===== src/rtl/encoder83_pri_sync_if.sv =====
// Bus bundle for the registered 8-to-3 priority encoder.
//   iData  [7:0] request lines, active-low, bit 7 highest priority
//   iEI          enable input, active-low
//   oData  [2:0] inverted index of highest active request
//   oEO          enable output, active-low (enabled and idle)
//   oGS          group select, active-low (enabled and busy)
// The slave modport is the encoder side; master is the driver/consumer side.
interface encoder83_pri_sync_if;
  logic [7:0] iData;
  logic       iEI;
  logic [2:0] oData;
  logic       oEO;
  logic       oGS;

  modport slave (
    input  iData,
    input  iEI,
    output oData,
    output oEO,
    output oGS
  );

  modport master (
    output iData,
    output iEI,
    input  oData,
    input  oEO,
    input  oGS
  );
endinterface


===== src/rtl/encoder83_pri_sync.sv =====
// 74148-style 8-to-3 priority encoder with every output registered on iClk.
// Ports:
//   iClk    system clock, rising edge
//   iReset  synchronous active-high reset; loads the disabled output state
//   bus     encoder83_pri_sync_if.slave carrying iData/iEI in, oData/oEO/oGS out
// Outputs reflect the inputs sampled at the previous rising edge. Cascade by
// feeding a higher-priority stage's oEO into the next stage's iEI.
module encoder83_pri_sync (
  input logic                  iClk,
  input logic                  iReset,
  encoder83_pri_sync_if.slave  bus
);

  logic [2:0] dataD, dataQ;
  logic       eoD, eoQ;
  logic       gsD, gsQ;

  // Next-state encode. The loop walks upward so the highest active index is
  // the last one written and therefore wins.
  always_comb begin
    dataD = 3'b111;
    eoD   = 1'b1;
    gsD   = 1'b1;
    if (!bus.iEI) begin
      if (&bus.iData) begin
        eoD = 1'b0;
      end else begin
        gsD = 1'b0;
        for (int k = 0; k < 8; k++) begin
          if (!bus.iData[k]) begin
            dataD = ~3'(k);
          end
        end
      end
    end
  end

  always_ff @(posedge iClk) begin
    if (iReset) begin
      dataQ <= 3'b111;
      eoQ   <= 1'b1;
      gsQ   <= 1'b1;
    end else begin
      dataQ <= dataD;
      eoQ   <= eoD;
      gsQ   <= gsD;
    end
  end

  assign bus.oData = dataQ;
  assign bus.oEO   = eoQ;
  assign bus.oGS   = gsQ;

endmodule


===== src/flat_wrapper.sv =====
// flat-port wrapper written by rule: the top's interface ports become plain ports
module encoder83_pri_sync_flat 
  (iClk, iReset, bus_iData, bus_iEI, bus_oData, bus_oEO, bus_oGS);
  encoder83_pri_sync_if bus_i ();
  input logic iClk;
  input logic iReset;
  input wire logic [$bits(bus_i.iData)-1:0] bus_iData;
  input wire logic [$bits(bus_i.iEI)-1:0] bus_iEI;
  output wire logic [$bits(bus_i.oData)-1:0] bus_oData;
  output wire logic [$bits(bus_i.oEO)-1:0] bus_oEO;
  output wire logic [$bits(bus_i.oGS)-1:0] bus_oGS;
  assign bus_i.iData = bus_iData;
  assign bus_i.iEI = bus_iEI;
  assign bus_oData = bus_i.oData;
  assign bus_oEO = bus_i.oEO;
  assign bus_oGS = bus_i.oGS;
  encoder83_pri_sync u_core (.iClk(iClk), .iReset(iReset), .bus(bus_i));
endmodule

===== config.mk =====
export PLATFORM = sky130hd
export DESIGN_NAME = encoder83_pri_sync_flat
export DESIGN_NICKNAME = d
export VERILOG_FILES = /design/src/rtl/encoder83_pri_sync_if.sv /design/src/rtl/encoder83_pri_sync.sv /design/src/flat_wrapper.sv
export SDC_FILE = /design/constraint.sdc
export NUM_CORES = 1
export LEC_CHECK = 0
export ABC_AREA = 0
export BUFFER_PORTS_ARGS = -buffer_cell sky130_fd_sc_hd__buf_2
export CAP_MARGIN = 15
export CORE_AREA = 5 5 42 44
export CTS_CLUSTER_SIZE = 30
export DETAILED_ROUTE_END_ITERATION = 8
export DIE_AREA = 0 0 47 49
export GPL_ROUTABILITY_DRIVEN = 0
export PLACE_DENSITY_LB_ADDON = 0.15
export SLEW_MARGIN = 20
export SYNTH_ARGS = -nofsm -noshare
export SYNTH_HDL_FRONTEND = slang
export SYNTH_SLANG_ARGS = --single-unit

===== constraint.sdc =====
create_clock -name iClk -period 1.3 [get_ports iClk]
set_input_delay 0.065 -clock iClk [delete_from_list [all_inputs] [get_ports iClk]]
set_output_delay 0.065 -clock iClk [all_outputs]
set_load 0.01 [all_outputs]

==> reports/results.txt, run 1 <==
The placeable core region came out at 1400 um2. Category of cells accounting for the largest share of critical-path delay: flip-flops. For this block, the via count after detailed routing is 210. The average instance in the mapped netlist occupies 9.12 um2. The tools report the total nets after synthesis as 32. Summing every instance area after synthesis gives 191 um2. Number of antenna diodes: 0. Among all stages on the critical path, the largest delay is contributed by dfxtp_1. Detailed placement ended at an HPWL of 429 um.

The initial cell density of the core is 13.7%. The tools report the maximum clock frequency as 1380 MHz. Dividing the final minimum period by the clock period gives 55.7%.

Critical path arrival: 660 ps. The library cell used most frequently in the layout, excluding fill and tap cells, is buf_2. The tools report the total of warnings raised by yosys as 0. The final routed wirelength across all metal layers was 491 um. For this design the top-level I/O count stands at 16. The floorplan step defined a die boundary enclosing 2300 um2. TritonCTS built the clock tree. Global routing used 5.64% of the available tracks across all layers. In this run the deepest clock path goes through 2 buffers. The stage delay of the slowest cell on the critical path was 300 ps; the via count of the first global-routing pass was 225. Critical setup path kind: flip-flop to output port.

The logs give 0 for the initial antenna violation count and 1 for the CTS H-tree depth. The number of remaining DRC errors is 0. The critical path goes through buf_2. The signed area change from the synthesized netlist to the final layout was 63.4%. After filler insertion, the fill cell instance count of the layout stands at 168.

After floorplanning, the core was divided into 14 placement rows. The wire length of the first global-routing pass was 876 um. The worst pin sits at a relative slew slack of 87.0%.

The total buffers and inverters traversed by the critical path was 1. Dividing the detail-routed wire length by the instance count gives 8.77 um. Counting the buffers created by CTS gives 3. The static power due to leakage was 0.144 nW. The die width is 47 um, and the peak supply drop is 0.266 mV.

The logs give 0 for the number of hold violations in the final report and 576 ps for the final setup slack of the worst path. Fraction of final layout cells with drive strength greater than 1: 52.5%. The final setup violation count was 0; the power density over the cells was 1230 nW/um2. Synthesis inferred 5 register bits.

Number of I/O port buffers: 15. Setup repair after global routing left no endpoint under its margin. In this run the clock root is driven by a clkbuf_4. The flow ran to the end, and the final reports show no timing, DRC or antenna violations. Setup total negative slack on the finished layout was measured at 0 ps. The height of the chip is 49 um.

Along the worst hold path, the cell count comes to 3. Entering global routing, the biggest net connects 5 pins. The startpoint kind of the worst setup timing path was a flip-flop. The tools report the worst hold path endpoint as u_core.bus.oData[2]. The area of the multi-input gates is 87.6 um2. The number of hold buffers added after CTS was 0. For this run the aggregate overflow at the end of global routing stands at 0. The tool flagged a number of max-cap violations equal to 0.

In this run the most critical hold path is launched from bus_iEI. For the worst slack after detailed placement, the log shows 508 ps. The run gives 21 as the synthesized instance count. Clock-pin slew was measured on the worst setup and hold paths at 40 ps.

The tools report the kind of end point of the critical path as an output port. The area taken by flip-flops and latches is 100 um2, and the minimum clock period is 724 ps. After the first detailed-routing iteration, the DRC count stood at 0. In this run, post-CTS repair resized a total of 0 instances. The transition time of the tightest slew-check pin is 194 ps. The final layout contains 52 nets.

In the layout the commonest cells are buf_2, dfxtp_1, nand2_1, clkbuf_4, nor2_1. After detailed routing, the number of vias per cell comes to 3.75. The count of TritonRoute iterations in the first routing pass is 1. STA puts the critical path data required time at 1240 ps. The share of the Yosys chip area taken by registers is 52.3%. The path class of the tightest hold or removal check is primary input to flip-flop. The tools report the count of different cell masters after synthesis as 13. The number of max-slew violations in the final report was 0; the TritonCTS sink count was 5.

The maximum fanout count along the critical path was 1; the number of routed nets with antenna violations was 0. The buffers inserted during post-CTS setup optimization came out at 0.
==> routing by layer <==
layer	GRT usage, %	share of wire, %
met5	0	0
met4	5.53	2.6
met3	3.69	13
met2	7.47	51
met1	5.51	33
==> synthesized netlist by cell type <==
library cell / count / area [um2]
dfxtp_1: 5 / 100
nand2_1: 4 / 15.0
nor2_1: 2 / 7.51
a21oi_1: 1 / 5.00
a31o_2: 1 / 8.76
inv_1: 1 / 3.75
nand2b_1: 1 / 6.26
nand3_1: 1 / 5.00
nand4_1: 1 / 6.26
nand4_2: 1 / 12.5
o21ai_0: 1 / 5.00
o21ai_2: 1 / 8.76
o21bai_1: 1 / 7.51
==> layout make-up <==
cell class	count	area share (%)
clock buffers	4	8.40
flip-flops and latches	5	32.0
inverters	1	1.20
multi-input cells	15	28.0
repair buffers	15	24.0
well taps	16	6.40
==> sequential cells by signal (all words and copies together) (netlist names) <==
signal / cells
u_core.bus.oGS: 1
u_core.bus.oEO: 1
u_core.bus.oData: 3
==> metrics by stage <==
stage | utilization [%] | hold WS, ps | instances | instance area, um2 | power, W
3_5_place_dp | 20.4 | 291 | 52 | 287 | 0.000212
2_1_floorplan | - | 191 | 21 | 191 | 0.000183
3_3_place_gp | 20.4 | 287 | 52 | 287 | 0.000211
6_report | 22.3 | 41.2 | 56 | 313 | 0.000385
5_1_grt | 22.3 | 44.3 | 56 | 313 | 0.000414
4_1_cts | 22.3 | 37.5 | 56 | 313 | 0.000396
==> cell families after synthesis <==
family | count (synthesis) | synth area share (%)
DFF | 5 | 52.3
AOI/OAI and AO/OA | 5 | 18.3
and+or+nand+nor | 10 | 27.5
buffers and inverters | 1 | 1.96
==> worst max path at each step <==
stage	depth (start not counted)	slack, ps	to	startpoint
after floorplan	3	670	u_core.bus.oData[1]	iReset
after global placement	4	520	u_core.bus.oData[1]	iReset
after detailed placement	4	510	u_core.bus.oData[1]	iReset
after CTS	1	560	bus_oData[1]	u_core.bus.oData[1]
after global routing	1	530	bus_oData[2]	u_core.bus.oData[2]
final	1	580	bus_oData[1]	u_core.bus.oData[1]
==> power by group <==
| part | internal (W) | switching (W) |
|---|---|---|
| sequential | 0.000161 | 0.00000133 |
| clock | 0.000116 | 0.0000604 |
| combinational | 0.0000229 | 0.0000235 |
==> worst min-delay path: stages <==
cell	delay, ps
buf_2	70
nor2_1	50
nand2_1	60
No activity file was read; power rests on OpenSTA's default activity.
==> inputs of run 2 (changes only) <==
- clock period: 1.3 -> 0.8 ns (I/O delays scaled with it)
==> run 2 against run 1 <==
Compared with the run above: die area stayed put; wire length fell by 4.9%; count of clock-buffer cells in the layout stayed put; global-route usage is 0.14 points higher; clock power increased by 57%; power up 60%; via count unchanged; sequential cell count unchanged; sequential power is 62% higher; hold slack worse by 20 ps; sequential share of layout area is the same.
==> reports/results.txt, run 2 (same netlist as run 1, synthesis figures left out) <==
The count of TritonRoute iterations in the first routing pass is 4 (+3), and the portion of the clock cycle consumed by the worst path in the final layout is 85.8%. The signed area change from the synthesized netlist to the final layout came out at 63.4% (unchanged). The tools report the relative slew slack as 86.4% (-0.67 points).

For the final setup violation count, the log shows 0 (unchanged). The startpoint identified for the worst hold timing path is bus_iEI. The number of remaining DRC errors is 0 (unchanged), and the setup TNS after final layout is 0 ps (unchanged). The most common cell after layout, fill and taps aside was buf_2.

Leaving out fill and tap cells, the most frequent cells in the layout are buf_2, dfxtp_1, nand2_1, clkbuf_4, nor2_1. Maximum clock path buffer count: 2 (unchanged). The global route total overflow is 0 (unchanged).

The run gives 0 (unchanged) as the max-cap violation count. The maximum fanout count along the critical path was 1 (unchanged); the global routing usage on met3 was 4.80% (+1.1 points). The number of vias per cell works out to 3.75 (unchanged).

Worst min-delay path class: primary input to flip-flop. The buffers inserted during post-CTS setup optimization is 0 (unchanged). For the detailed router's first-iteration violation count, the log shows 4 (+4). The number of routed nets with antenna violations was 0 (unchanged); the total buffers and inverters traversed by the critical path was 1 (unchanged). For the maximum clock frequency, the log shows 1460 MHz. The tools report the detailed placer's ending HPWL as 421 um (-2.0%). The static power due to leakage came out at 0.144 nW (unchanged).

Root buffer cell: clkbuf_4. The run gives 834 um (-4.8%) as the wire length of the first global-routing pass. The global routing usage on met2 came out at 6.33% (-1.1 points). The TritonCTS sink count is 5 (unchanged), and the met1 track utilization from global routing is 5.73% (+0.22 points). The run gives 0.371 mV (+39%) as the peak supply drop.

The slowest library cell on the worst path was dfxtp_1. In this design, the largest share of critical-path delay is due to flip-flops. The stage delay of the slowest cell on the critical path is 290 ps (about the same).

The boundary pin count was 16 (unchanged). The logs give 2300 um2 (unchanged) for the floorplan die area and 52 (unchanged) for the number of nets at the end of the flow. The total clock buffers created by CTS was 3 (unchanged). The critical path goes through buf_2. The flow ran to the end, and the final reports show no timing, DRC or antenna violations.

The logs give 52 (unchanged) for the number of instances in the placed design and 0 (unchanged) for the initial antenna violation count. The tools report the placeable core region as 1400 um2 (unchanged). The CTS H-tree depth was 1 (unchanged); the final routed wirelength across all metal layers was 467 um (-4.9%). For the number of antenna diodes, the log shows 0 (unchanged). The clock edge transition at the registers on the reported setup and hold paths works out to 40 ps (about the same). TritonCTS built the clock tree. For the overall track demand over capacity in global routing, the log shows 5.78% (+0.14 points). Setup repair after global routing left no endpoint under its margin. The required arrival time at the worst endpoint is 760 ps (-480 ps). The number of I/O port buffers works out to 15 (unchanged).

The worst hold path endpoint was u_core.bus.oEO. After global routing, the most crowded layer is met4. The run gives 650 ps (about the same) as the critical path arrival. For the number of max-slew violations in the final report, the log shows 0 (unchanged). The run gives 213 (-5.3%) as the via count of the first global-routing pass. Counting I/O delays and the setup requirement, the final critical path takes 687 ps. The maximum number of pins on one net before global-route repair is 5 (unchanged), and the initial cell density of the core is 13.7% (unchanged). The routed length per instance is 8.34 um (-4.9%), and the number of hold violations in the final report is 0 (unchanged). The number of standard-cell rows in the floorplan came out at 14 (unchanged).

The height of the chip works out to 49 um (unchanged). The power density over the cells was 1970 nW/um2 (+60%); the total of fill cells in the finished design was 184 (+9.5%). The number of flip-flops in the largest register was 3 (unchanged); the final cell count without fillers was 56 (unchanged). STA classifies the critical path startpoint as a flip-flop. The cell depth of the worst hold path was 3 (unchanged). Kind of end point of the critical path: an output port. The transition time of the tightest slew-check pin was 204 ps (+10.0 ps); the die width was 47 um (unchanged). The fraction of final layout cells with drive strength greater than 1 was 52.5% (unchanged). The logs give 210 (unchanged) for the total via count in the routed design and 0 (unchanged) for the quantity of gates resized following cts. The run gives 0 (unchanged) as the number of hold buffers added after cts. The critical path is of the flip-flop to output port type.
==> run 2: cell counts in the layout (fill, tap and decap cells not counted) <==
Identical to the previous run, type by type.
==> run 2: worst max path at each step <==
stage	start	end	slack (ps)	cells past startpoint
after global placement	iReset	u_core.bus.oData[1]	40	4
after CTS	u_core.bus.oGS	bus_oGS	90	1
after global routing	u_core.bus.oGS	bus_oGS	50	1
after floorplan	iReset	u_core.bus.oData[1]	190	3
final	u_core.bus.oGS	bus_oGS	110	1
after detailed placement	iReset	u_core.bus.oData[1]	30	4
==> run 2: metrics by stage <==
stage          util, %  power [W]  instance area, um2  hold WS, ps  setup slack (ps)
3_5_place_dp      20.4   0.000345                 287          267              29.6
2_1_floorplan        -   0.000297                 191          166               191
3_3_place_gp      20.4   0.000343                 287          263              42.0
6_report          22.3   0.000616                 313         21.4               113
5_1_grt           22.3   0.000669                 313         28.1              53.0
4_1_cts           22.3   0.000638                 313         14.1              94.2
==> run 2: metal layers <==
layer / vias to the layer above / wire, um
met5: - / 0
met4: 0 / 13
met2: 10 / 220
met3: 2 / 46
met1: 86 / 186
li1: 112 / -
==> run 2: where the power goes <==
group / switching, W / internal, W / leakage [nW]
Clock: 0.0000897 / 0.000188 / 0.0150
Combinational: 0.0000381 / 0.0000372 / 0.0878
Sequential: 0.00000183 / 0.000262 / 0.0414
Total: 0.000130 / 0.000486 / 0.144
==> run 2: cell type report <==
class | count | area (um2) | share of cell area, %
clock buffers | 4 | 26.3 | 8.40
inverters | 1 | 3.75 | 1.20
multi-input cells | 15 | 87.6 | 28.0
flip-flops and latches | 5 | 100 | 32.0
well taps | 16 | 20.0 | 6.40
repair buffers | 15 | 75.1 | 24.0
